[config.mk]
export PLATFORM = sky130hd
export DESIGN_NAME = bus_debug_master
export DESIGN_NICKNAME = d
export VERILOG_FILES = /design/src/rtl/bus_debug_master_pkg.sv /design/src/rtl/resp_serializer.sv /design/src/rtl/bus_debug_master.sv
export SDC_FILE = /design/constraint.sdc
export NUM_CORES = 1
export LEC_CHECK = 0
export CAP_MARGIN = 20
export CORE_MARGIN = 2
export CORE_UTILIZATION = 30
export DETAILED_ROUTE_END_ITERATION = 12
export DONT_BUFFER_PORTS = 1
export SLEW_MARGIN = 20
export SYNTH_ARGS = -nofsm -noshare
export SYNTH_HDL_FRONTEND = slang
export SYNTH_HIERARCHICAL = 1
export SYNTH_SLANG_ARGS = --single-unit
export TNS_END_PERCENT = 10
[constraint.sdc]
create_clock -name clk -period 4.3 [get_ports clk]
set_input_delay 0.86 -clock clk [delete_from_list [all_inputs] [get_ports clk]]
set_output_delay 0.86 -clock clk [all_outputs]
set_load 0.01 [all_outputs]
[src/rtl/bus_debug_master_pkg.sv]
// Shared definitions for the UART-driven bus debug master: FSM state
// encodings, response byte constants and the default command opcodes.
package bus_debug_master_pkg;

  // Command/bus FSM states of the top level
  typedef enum logic [2:0] {
    ST_IDLE   = 3'd0,
    ST_ADDR   = 3'd1,
    ST_DATA   = 3'd2,
    ST_REQ    = 3'd3,
    ST_ACCESS = 3'd4,
    ST_RESP   = 3'd5,
    ST_NAK    = 3'd6
  } state_t;

  // Response serializer handshake states
  typedef enum logic [1:0] {
    SER_IDLE  = 2'd0,
    SER_WAIT  = 2'd1,  // byte loaded, waiting for the sender to go idle
    SER_START = 2'd2,  // tx_start asserted, waiting for tx_busy
    SER_HOLD  = 2'd3   // byte accepted, waiting for tx_busy to fall
  } ser_state_t;

  localparam logic [7:0] ACK_BYTE     = 8'h4B;  // 'K'
  localparam logic [7:0] NAK_BYTE     = 8'h3F;  // '?'
  localparam logic [7:0] DEF_OP_WRITE = 8'h57;  // 'W'
  localparam logic [7:0] DEF_OP_READ  = 8'h52;  // 'R'

endpackage

[src/rtl/resp_serializer.sv]
// Sends 1..4 response bytes MSB-first to a UART sender using the
// tx_start / tx_busy handshake. o_done is combinational so the parent can
// leave its response state on the very cycle after the last tx_busy falls.
module resp_serializer
  import bus_debug_master_pkg::*;
(
  input  logic        clk,
  input  logic        reset,
  input  logic        i_load,      // one-cycle load request, only honoured when idle
  input  logic [31:0] i_data,      // bytes to send, first byte in [31:24]
  input  logic [1:0]  i_last_idx,  // number of bytes minus one
  input  logic        tx_busy,
  output logic [7:0]  tx_data,
  output logic        tx_start,
  output logic        o_done
);

  ser_state_t  r_state;
  logic [23:0] r_shift;
  logic [1:0]  r_left;
  logic [7:0]  r_tx_data;
  logic        r_tx_start;

  assign tx_data  = r_tx_data;
  assign tx_start = r_tx_start;
  assign o_done   = (r_state == SER_HOLD) && !tx_busy && (r_left == 2'd0);

  // Byte-by-byte handshake: raise only when sender idle, drop on busy, next byte after busy falls
  always_ff @(posedge clk or negedge reset) begin
    if (!reset) begin
      r_state    <= SER_IDLE;
      r_shift    <= 24'h0;
      r_left     <= 2'd0;
      r_tx_data  <= 8'h00;
      r_tx_start <= 1'b0;
    end else begin
      case (r_state)
        SER_IDLE: begin
          if (i_load) begin
            r_shift   <= i_data[23:0];
            r_left    <= i_last_idx;
            r_tx_data <= i_data[31:24];
            if (!tx_busy) begin
              r_tx_start <= 1'b1;
              r_state    <= SER_START;
            end else begin
              r_state <= SER_WAIT;
            end
          end
        end
        SER_WAIT: begin
          if (!tx_busy) begin
            r_tx_start <= 1'b1;
            r_state    <= SER_START;
          end
        end
        SER_START: begin
          if (tx_busy) begin
            r_tx_start <= 1'b0;
            r_state    <= SER_HOLD;
          end
        end
        SER_HOLD: begin
          if (!tx_busy) begin
            if (r_left == 2'd0) begin
              r_state <= SER_IDLE;
            end else begin
              r_tx_data  <= r_shift[23:16];
              r_shift    <= {r_shift[15:0], 8'h00};
              r_left     <= r_left - 2'd1;
              r_tx_start <= 1'b1;
              r_state    <= SER_START;
            end
          end
        end
        default: r_state <= SER_IDLE;
      endcase
    end
  end

endmodule

[src/rtl/bus_debug_master.sv]
// UART command parser and peripheral-bus master. Accepts 'W' addr[4] data[4]
// and 'R' addr[4] frames, performs one bus access after arbitration, and
// answers with 'K', the four read bytes, or '?' for an unknown opcode.
module bus_debug_master
  import bus_debug_master_pkg::*;
#(
  parameter logic [23:0] IDLE_TIMEOUT = 24'd1000000,
  parameter logic [7:0]  OP_WRITE     = DEF_OP_WRITE,
  parameter logic [7:0]  OP_READ      = DEF_OP_READ
) (
  input  logic        clk,
  input  logic        reset,
  input  logic [7:0]  rx_data,
  input  logic        rx_valid,
  output logic [7:0]  tx_data,
  output logic        tx_start,
  input  logic        tx_busy,
  output logic        bus_req,
  input  logic        bus_gnt,
  output logic        MemRead,
  output logic        MemWrite,
  output logic [31:0] Address,
  output logic [31:0] Write_data,
  input  logic [31:0] Read_data,
  output logic        frame_err
);

  state_t      r_state;
  logic        r_is_write;
  logic [1:0]  r_byte_cnt;
  logic [23:0] r_idle_cnt;
  logic [31:0] r_addr;
  logic [31:0] r_wdata;
  logic        r_bus_req;
  logic        r_mem_rd;
  logic        r_mem_wr;
  logic        r_frame_err;

  logic        w_is_op;
  logic        w_timeout;
  logic        w_ser_load;
  logic [31:0] w_ser_data;
  logic [1:0]  w_ser_last;
  logic        w_ser_done;

  assign w_is_op   = (rx_data == OP_WRITE) || (rx_data == OP_READ);
  // Expiry depends only on the counter, so a byte arriving on the expiry cycle loses
  assign w_timeout = (r_idle_cnt == (IDLE_TIMEOUT - 24'd1));

  // Response is loaded as ACCESS ends (captures Read_data) or as a bad opcode is seen
  assign w_ser_load = (r_state == ST_ACCESS) ||
                      ((r_state == ST_IDLE) && rx_valid && !w_is_op);
  assign w_ser_data = (r_state == ST_ACCESS) ?
                        (r_is_write ? {ACK_BYTE, 24'h0} : Read_data) :
                        {NAK_BYTE, 24'h0};
  assign w_ser_last = ((r_state == ST_ACCESS) && !r_is_write) ? 2'd3 : 2'd0;

  assign bus_req    = r_bus_req;
  assign MemRead    = r_mem_rd;
  assign MemWrite   = r_mem_wr;
  assign Address    = r_addr;
  assign Write_data = r_wdata;
  assign frame_err  = r_frame_err;

  resp_serializer u_ser (
    .clk        (clk),
    .reset      (reset),
    .i_load     (w_ser_load),
    .i_data     (w_ser_data),
    .i_last_idx (w_ser_last),
    .tx_busy    (tx_busy),
    .tx_data    (tx_data),
    .tx_start   (tx_start),
    .o_done     (w_ser_done)
  );

  // Command parse, inter-byte timeout, bus arbitration/access and response sequencing
  always_ff @(posedge clk or negedge reset) begin
    if (!reset) begin
      r_state     <= ST_IDLE;
      r_is_write  <= 1'b0;
      r_byte_cnt  <= 2'd0;
      r_idle_cnt  <= 24'd0;
      r_addr      <= 32'h0;
      r_wdata     <= 32'h0;
      r_bus_req   <= 1'b0;
      r_mem_rd    <= 1'b0;
      r_mem_wr    <= 1'b0;
      r_frame_err <= 1'b0;
    end else begin
      r_frame_err <= 1'b0;
      case (r_state)
        ST_IDLE: begin
          if (rx_valid) begin
            if (w_is_op) begin
              r_is_write <= (rx_data == OP_WRITE);
              r_byte_cnt <= 2'd0;
              r_idle_cnt <= 24'd0;
              r_state    <= ST_ADDR;
            end else begin
              r_frame_err <= 1'b1;
              r_state     <= ST_NAK;
            end
          end
        end
        ST_ADDR, ST_DATA: begin
          if (w_timeout) begin
            r_frame_err <= 1'b1;
            r_byte_cnt  <= 2'd0;
            r_idle_cnt  <= 24'd0;
            r_state     <= ST_IDLE;
          end else if (rx_valid) begin
            r_idle_cnt <= 24'd0;
            r_byte_cnt <= r_byte_cnt + 2'd1;
            if (r_state == ST_ADDR) begin
              r_addr <= {r_addr[23:0], rx_data};
            end else begin
              r_wdata <= {r_wdata[23:0], rx_data};
            end
            if (r_byte_cnt == 2'd3) begin
              if ((r_state == ST_ADDR) && r_is_write) begin
                r_state <= ST_DATA;
              end else begin
                r_bus_req <= 1'b1;
                r_state   <= ST_REQ;
              end
            end
          end else begin
            r_idle_cnt <= r_idle_cnt + 24'd1;
          end
        end
        ST_REQ: begin
          if (bus_gnt) begin
            r_mem_wr <= r_is_write;
            r_mem_rd <= !r_is_write;
            r_state  <= ST_ACCESS;
          end
        end
        ST_ACCESS: begin
          r_mem_wr  <= 1'b0;
          r_mem_rd  <= 1'b0;
          r_bus_req <= 1'b0;
          r_state   <= ST_RESP;
        end
        ST_RESP, ST_NAK: begin
          if (w_ser_done) begin
            r_state <= ST_IDLE;
          end
        end
        default: r_state <= ST_IDLE;
      endcase
    end
  end

endmodule

==> results.toml, run 1 <==
[placement]
dp_hpwl_um = 9640
portBuffers = 0
gp_congestion = 0.852

[run]
timing.max_cap.violations = 0

[timing]
tightestPinTransition_ns = 1.06
layout_worst_path_cycle_share = 0.656
fin_worst_skew_ns = 0.00902
timing_hold_violations_final = 0
fmaxAchievable_mhz = 355
timing.max_slew.rel_slack = 0.292
timing.hold.ws_ns = 0.136
timing.final.setup_violations = 0
tns_ns = 0
grt_setup_unrepaired = "false"
timing_max_transition_violations_final = 0
period_needed_ns = 2.82

[global_route]
pin_count_of_the_biggest_net_entering_global_routing = 136
vias_in_the_first_global_route = 4389
global_route.overflow_total = 0
global_route.usage.total = 0.124
first_pass_grt_wire_length_um = 23400
antenna_found_initial = 6

[routing]
routed-via-count = 4265
drtPass1Iterations = 4
drtIter0Drc = 316
drt_wl_total_um = 14200
route.detailed.drc = 0
final_antenna_net_count = 0
viasPerCell = 5.06
detail_route.wl_per_cell_um = 16.8

[clock_network]
cts.htree.levels = 4
clock_insertion_delay_worst_skew_ns = 0.42
cts_root_buffer = "clkbuf_16"
clockBufferDepth = 2
cts_tree = "built"
cts_resized = 0
worst_setup_hold_path_clk_slew_ns = 0.06
cts_post_setup_buffers_inserted = 0
cts_buffers = 17
clock_tree_sinks = 135
post_cts_hold_buffer_count = 0

[setup_path]
crit_fanout = 27
critPathSlowestCell = "nor2_2"
critical_path.startpoint_type = "input port"
cp.required_ns = 4.56
worstSetupPathType = "in -> reg"
critical-path-max-stage-delay_ns = 0.60
arrival_ns = 3.08
worst_setup_path_end_kind = "flip-flop"
worstPathCellList = "nand4bb_1 > nor3_2 > a31oi_2 > buf_4 > nor2_2 > a21oi_1"

[synthesis]
synth-seq-area-share = 0.510
synth_edf_count = 0
yosysUniqueCellTypes = 59
postSynthRegisterBits = 135
synthesis.yosys.warnings = 6
synth.top_cells.by_area = "dfrtp_1 (51%), mux2_1 (9.3%), mux2_2 (6.3%)"
postSynthNetCount = 602
syn_avg_cell_area_sq_um = 12.0
synth_area_leader_cell = "dfrtp_1"
top_area_cell_type_share_of_the_netlist_area = 0.510
syn_area_sq_um = 6630
synthesis.instances = 554
dominantRegCellSynth = "dfrtp_1"
ys_async_sr_fraction = 1.00

[floorplanning]
floorplan.die.width_um = 153
placeableCoreArea_sq_um = 21800
die_h_um = 153
fp-row-count = 54
design.die.area_sq_um = 23300
floorplan.initialDensity = 0.305
num_io_pins = 122

[power_and_ir_drop]
leakage_uw = 0.00336
power.density_nw_per_um2 = 552
power.ir.vdd_worst_mv = 0.301

[final_layout]
layout-area-overhead-vs-synth_pct = 12.3
drive_gt1_frac = 0.190
post-route-util = 0.342
final_nets = 593

[worst_hold_path]
timing.hold.worst.class = "in -> async"

[status]
outcome = "finished clean"
==> cell usage in the layout (no fill, tap or decap), drive strengths merged, types with 4 or more instances in the layout <==
cell	synthesis	layout
or3	10	10
nor4	4	4
dfrtp	135	135
o21ai	22	22
a31oi	5	5
nor3	6	6
nand4	11	11
diode	0	5
nand2b	8	8
nand2	30	30
and4	4	4
a211oi	5	5
nand3	9	9
o31ai	9	9
and2	28	28
or4	9	9
mux2	112	112
clkinvlp	0	4
inv	22	26
nor2	15	15
a21oi	26	26
mux2i	11	11
clkbuf	10	18
o21a	5	5
nand3b	4	4
==> final timing paths <==
kind                              startpoint                 to  slack [ns]  cells past startpoint
setup / recovery                  rx_data[5]      r_idle_cnt[6]        1.48                      6
hold / removal                         reset        Address[20]        0.14                      0
setup reg to reg                  r_state[0]      r_idle_cnt[6]        1.54                      6
hold reg to reg            u_ser/r_shift[10]  u_ser/r_shift[10]        0.49                      1
max in group asynchronous              reset    u_ser/r_left[0]        4.00                      0
min in group clk           u_ser/r_shift[10]  u_ser/r_shift[10]        0.49                      1
==> worst max-delay path: cells and delay by family <==
kind            cells  cell delay, ns
simple gates        3            1.30
compound gates      2            0.54
buf+inv             1            0.36
==> routing by layer <==
metal | vias to the layer above | global-route usage | wire length, um
li1 | 1990 | - | -
met1 | 2103 | 0.146 | 5900
met2 | 145 | 0.196 | 6710
met3 | 25 | 0.0543 | 1230
met4 | 2 | 0.0551 | 322
met5 | - | 0 | 16
==> sequential cells by signal, indices dropped and copies added (netlist names), 2 cells and up <==
name and flops:
Write_data 32, Address 32, u_ser/tx_data 8, r_state 3
u_ser/r_state 2, u_ser/r_left 2, r_byte_cnt 2, u_ser/r_shift 24
r_idle_cnt 24
==> cell families (layout without fill, tap and decap cells) <==
group | Yosys count | in the layout | share of synthesized area
adders and majority gates | 3 | 3 | 0.00567
other | 0 | 5 | 0
DFF | 135 | 135 | 0.510
and+or+nand+nor | 152 | 152 | 0.140
muxes | 123 | 123 | 0.218
buffers and inverters | 53 | 57 | 0.0432
xor gates and xnor gates | 1 | 1 | 0.00132
AOI/OAI and AO/OA | 87 | 87 | 0.0820
==> cells in the mapped netlist, drive strengths merged (5+ instances only) <==
cell,instances
a211oi,5
a21oi,26
a31oi,5
and2,28
buf,21
clkbuf,10
dfrtp,135
inv,22
mux2,112
mux2i,11
nand2,30
nand2b,8
nand3,9
nand4,11
nor2,15
nor3,6
o21a,5
o21ai,22
o31ai,9
or3,10
or4,9
==> per-stage QoR <==
stage / instances / worst slack (ns) / total power, uW / cell area, sq um
floorplan: 554 / 1.72 / 2480 / 6630
finish: 843 / 1.48 / 4100 / 7440
global route: 843 / 1.22 / 4310 / 7440
detailed placement: 805 / 1.11 / 2640 / 6800
global placement: 805 / 1.26 / 2600 / 6800
CTS: 837 / 1.19 / 4140 / 7400
==> area by class of cell <==
class	count	area, sq um
antenna	5	12.5
clock buffer	18	429
clock inverter	14	174
fill	2114	14300
inverter	22	82.6
multi-input combinational	366	2970
sequential	135	3380
tap	280	350
timing repair buffer	3	42.5
==> report_power, final <==
part           total, uW  switching, uW  internal [uW]
clock network       1480            565            917
logic                788            377            411
registers           1840            339           1500
total               4100           1280           2820
No activity file was read; power rests on OpenSTA's default activity.
==> run 2: changes to the inputs <==
==> constraint.sdc (replaced) <==
create_clock -name clk -period 2.65 [get_ports clk]
set_input_delay 0.53 -clock clk [delete_from_list [all_inputs] [get_ports clk]]
set_output_delay 0.53 -clock clk [all_outputs]
set_load 0.01 [all_outputs]
==> results.toml, run 2 (same netlist as run 1, synthesis figures left out) <==
[routing]
drtPass1Iterations = 4
drtIter0Drc = 283
final_antenna_net_count = 0
detail_route.wl_per_cell_um = 16.6
drt_wl_total_um = 14200
route.detailed.drc = 0
routed-via-count = 4270
viasPerCell = 5.01

[power_and_ir_drop]
leakage_uw = 0.00344
sw_frac_of_total = 0.303
net_sw_power_uw = 2080
p_comb_frac = 0.202
power.density_nw_per_um2 = 907
power.ir.vdd_worst_mv = 0.439
p_int_uw = 4780
clk_network_pwr_share = 0.373
sequential_group_share_of_total_power = 0.426

[run]
timing.max_cap.violations = 0

[setup_path]
cp.required_ns = 2.98
worst_setup_path_end_kind = "flip-flop"
arrival_ns = 2.69
crit_fanout = 8
critical_path.startpoint_type = "flip-flop"
worstSetupPathType = "reg -> reg"

[floorplanning]
design.die.area_sq_um = 23300
floorplan.die.width_um = 153
die_h_um = 153
num_io_pins = 122
placeableCoreArea_sq_um = 21800
fp-row-count = 54
floorplan.initialDensity = 0.305

[final_layout]
final_nets = 602
finish.instance_area_sq_um = 7570
layout_common_cells = "dfrtp_1 (135), mux2_1 (55), mux2_2 (37)"
multi_input_comb_area_sq_um = 2970
seq_cell_area_sq_um = 3380
layout.cells.most_common = "dfrtp_1"
drive_gt1_frac = 0.205
layout-area-overhead-vs-synth_pct = 14.2
nFillCells = 2112

[global_route]
global_route.usage.total = 0.124
vias_in_the_first_global_route = 4492
first_pass_grt_wire_length_um = 23500
global_route.overflow_total = 0
pin_count_of_the_biggest_net_entering_global_routing = 136
antenna_found_initial = 6

[placement]
gp_congestion = 0.828
detailed_place.area_sq_um = 6910
portBuffers = 0
dp_worst_setup_slack_ns = 0.121
dp_hpwl_um = 9710

[timing]
timing.max_slew.rel_slack = 0.502
period_needed_ns = 2.36
layout_worst_path_cycle_share = 0.890
timing.final.setup_violations = 0
timing.hold.ws_ns = -0.193
finalWorstSetupSlack_ns = 0.293
fin_worst_skew_ns = 0.0172
timing_hold_violations_final = 135
fmaxAchievable_mhz = 424
timing_max_transition_violations_final = 0
tightestPinTransition_ns = 0.746
grt_setup_unrepaired = "false"
tns_ns = 0

[clock_network]
cts.htree.levels = 4
cts_root_buffer = "clkbuf_16"
cts_buffers = 17
clock_insertion_delay_worst_skew_ns = 0.42
clock_tree_sinks = 135
cts_post_setup_buffers_inserted = 0
clockBufferDepth = 2
cts_resized = 0
worst_setup_hold_path_clk_slew_ns = 0.06
cts_tree = "built"

[worst_hold_path]
timing.hold.worst.class = "in -> async"

[status]
violations = "negative hold slack"
outcome = "complete, but fails checks"
==> run 2: changes by cell type in the layout (fill, tap and decap cells not counted), sizes merged <==
| cell | delta |
|---|---|
| clkinv | +2 |
| clkbuf | +1 |
| bufinv | +1 |
| clkinvlp | -3 |
| buf | +9 |
| inv | -1 |
==> run 2: stage by stage <==
step           power (uW)  instances  hold WS (ns)   util
2_1_floorplan        4030        554         0.234      -
3_3_place_gp         4280        815         0.238  0.318
3_5_place_dp         4350        815         0.238  0.318
4_1_cts              6940        847        -0.214  0.347
5_1_grt              7220        852        -0.215  0.348
6_report             6860        852        -0.193  0.348
==> run 2: final cells by class <==
type | instances | area share
flip-flops and latches | 135 | 0.446
multi-input cells | 366 | 0.392
diodes | 5 | 0.00165
inverters | 22 | 0.0109
clock inverters | 13 | 0.0256
clock buffers | 19 | 0.0599
repair buffers | 12 | 0.0169
well taps | 280 | 0.0463
==> run 2: routing by layer <==
| metal | up-vias | part of all wire | global-route usage |
|---|---|---|---|
| met5 | - | 0.0011 | 0 |
| met1 | 2126 | 0.43 | 0.148 |
| met4 | 2 | 0.010 | 0.0472 |
| met3 | 11 | 0.079 | 0.0518 |
| met2 | 122 | 0.48 | 0.199 |
| li1 | 2009 | - | - |
==> run 2: worst paths after layout <==
kind,startpoint,end,slack [ns],cells past startpoint
max reg2reg,r_idle_cnt[0],r_idle_cnt[16],0.29,6
max,r_idle_cnt[0],r_idle_cnt[16],0.29,6
min reg2reg,u_ser/r_shift[8],u_ser/r_shift[8],0.49,1
min,reset,Address[20],-0.19,0
min in group clk,tx_busy,u_ser/tx_start,0.19,1
max in group asynchronous,reset,r_idle_cnt[7],2.66,0
==> run 2: critical path, stage by stage (launching register included) <==
cell	delay [ns]
dfrtp_1	0.42
ha_1	0.22
nand3_1	0.29
nor2_1	0.51
nand3_1	0.22
or4_1	0.45
a21oi_1	0.17
==> run 2: power by group through the flow <==
stage	clock [uW]	sequential [uW]	combinational, uW
CTS	2620	2930	1390
finish	2560	2920	1380
global route	2710	2980	1520
global placement	0	2950	1330
floorplan	0	2810	1220
detailed placement	0	2960	1380
==> run 3: changes to the inputs <==
--- a/config.mk
+++ b/config.mk
@@ -9,7 +9,6 @@
 export CORE_MARGIN = 2
 export CORE_UTILIZATION = 30
 export DETAILED_ROUTE_END_ITERATION = 12
-export DONT_BUFFER_PORTS = 1
 export SLEW_MARGIN = 20
 export SYNTH_ARGS = -nofsm -noshare
 export SYNTH_HDL_FRONTEND = slang
==> results.toml, run 3 (same netlist as run 1, synthesis figures left out) <==
[status]
outcome = "finished clean"

[power_and_ir_drop]
power.ir.vdd_worst_mv = 0.475
sw_frac_of_total = 0.298
power.density_nw_per_um2 = 811
net_sw_power_uw = 2160
leakage_uw = 0.00400
p_comb_frac = 0.328
clk_network_pwr_share = 0.295
p_int_uw = 5090
sequential_group_share_of_total_power = 0.376

[routing]
dr.max_layer_used = "met4"
wl_met3_um = 686
met2_wirelength_um = 6940
detail_route.wl_per_cell_um = 15.2
drt_wl_total_um = 15100
route.layer.met1.wl_um = 7320
drtIter0Drc = 246
final_antenna_net_count = 0
viasPerCell = 4.79
route.detailed.drc = 0
drtPass1Iterations = 4
routed-via-count = 4773

[setup_path]
worst_setup_path_end_kind = "flip-flop"
rr_startpoint = "r_idle_cnt[13]"
cp_top_family = "simple AND/OR/NAND/NOR gates"
timing.reg2reg.worst_path_depth = 6
r2r-end = "Address[8]"
crit_fanout = 18
arrival_ns = 2.73
cp.required_ns = 2.95
worstPathCellList = "clkdlybuf4s50_1 > nand4bb_1 > or3_1 > a21oi_1 > nor3_1 > a21o_2 > buf_12 > mux2_1"
critPathSlowestCell = "clkdlybuf4s50_1"
crit_buf_inv = 2
setup_slack_reg_to_reg_ns = 0.31
critical_path.startpoint_type = "input port"
timing.critical_path.depth = 8
critical-path-max-stage-delay_ns = 0.52
worstSetupPathType = "in -> reg"

[final_layout]
finish.instance_area_sq_um = 8940
insertedDiodeCount = 0
final_nets = 753
layout_common_cells = "dfrtp_1 (135), clkdlybuf4s50_1 (120), mux2_1 (55)"
layout-area-overhead-vs-synth_pct = 34.9
drive_gt1_frac = 0.200
layout.cells.most_common = "dfrtp_1"
post-route-util = 0.411

[timing]
tightestPinTransition_ns = 0.721
timing.final.setup_violations = 0
grt_setup_unrepaired = "false"
timing.max_slew.rel_slack = 0.519
fin_worst_skew_ns = 0.00923
timing_max_transition_violations_final = 0
timing_hold_violations_final = 0
layout_worst_path_cycle_share = 0.916
period_needed_ns = 2.43
fmaxAchievable_mhz = 412
finalWorstSetupSlack_ns = 0.223

[run]
timing.max_cap.violations = 0

[floorplanning]
placeableCoreArea_sq_um = 21800
floorplan.die.width_um = 153
die_h_um = 153
fp-row-count = 54
design.die.area_sq_um = 23300
num_io_pins = 122
floorplan.initialDensity = 0.305

[clock_network]
worst_setup_hold_path_clk_slew_ns = 0.06
clock_tree_sinks = 135
clock_insertion_delay_worst_skew_ns = 0.42
clockBufferDepth = 2
cts_tree = "built"
cts.htree.levels = 4
cts_resized = 0
cts_post_setup_buffers_inserted = 0
cts_buffers = 17
post_cts_hold_buffer_count = 0
cts_root_buffer = "clkbuf_16"

[global_route]
vias_in_the_first_global_route = 4589
global_route.usage.total = 0.131
pin_count_of_the_biggest_net_entering_global_routing = 51
antenna_found_initial = 0
global_route.overflow_total = 0
first_pass_grt_wire_length_um = 24700

[placement]
dp_hpwl_um = 10900
detailed_place.area_sq_um = 8410
gp_congestion = 0.805
dp_worst_setup_slack_ns = -0.188
portBuffers = 121

[worst_hold_path]
timing.hold.worst.class = "in -> async"
run 3: through the flow:
step,hold slack (ns),power [uW],setup TNS [ns],cells
after floorplan,0.234,4030,0,554
after global placement,0.467,5130,-4.91,966
after detailed placement,0.471,5170,-5.94,966
after CTS,0.0709,7330,0,996
after global routing,0.0834,7650,0,996
final,0.0650,7250,0,996
run 3: per-layer routing:
| layer | global-route usage | up-vias |
|---|---|---|
| met5 | 0 | - |
| met4 | 0.0450 | 0 |
| met3 | 0.0367 | 13 |
| met2 | 0.194 | 105 |
| met1 | 0.184 | 2354 |
| li1 | - | 2301 |
run 3: worst max path at each step:
stage | slack, ns | start | endpoint
2_1_floorplan | 0.40 | rx_data[5] | u_ser/r_shift[12]
3_3_place_gp | -0.17 | rx_data[5] | u_ser/r_shift[8]
3_5_place_dp | -0.19 | rx_data[4] | u_ser/r_shift[10]
4_1_cts | 0.25 | rx_data[4] | u_ser/r_shift[9]
5_1_grt | 0.18 | r_idle_cnt[0] | r_idle_cnt[20]
6_report | 0.22 | rx_data[4] | u_ser/r_shift[9]
run 3: layout make-up:
type | count | area (sq um)
clock inverter | 10 | 82.6
inverter | 22 | 82.6
clock buffer | 20 | 447
multi-input combinational | 366 | 2970
tap | 280 | 350
timing repair buffer | 163 | 1630
fill | 2059 | 12800
sequential | 135 | 3380
run 3: power by group through the flow:
stage | registers (uW) | logic, uW | clock network [uW]
after CTS | 2730 | 2410 | 2190
after floorplan | 2810 | 1220 | 0
after detailed placement | 2760 | 2410 | 0
after global routing | 2780 | 2570 | 2290
final | 2730 | 2380 | 2140
after global placement | 2750 | 2380 | 0
run 3: worst register-to-register path: cells and delay by family, from the launching register on:
kind | cells | cell delay [ns]
buffers and inverters | 1 | 0.22
flip-flops | 1 | 0.42
AND/OR/NAND/NOR | 4 | 1.21
multiplexers | 1 | 0.38
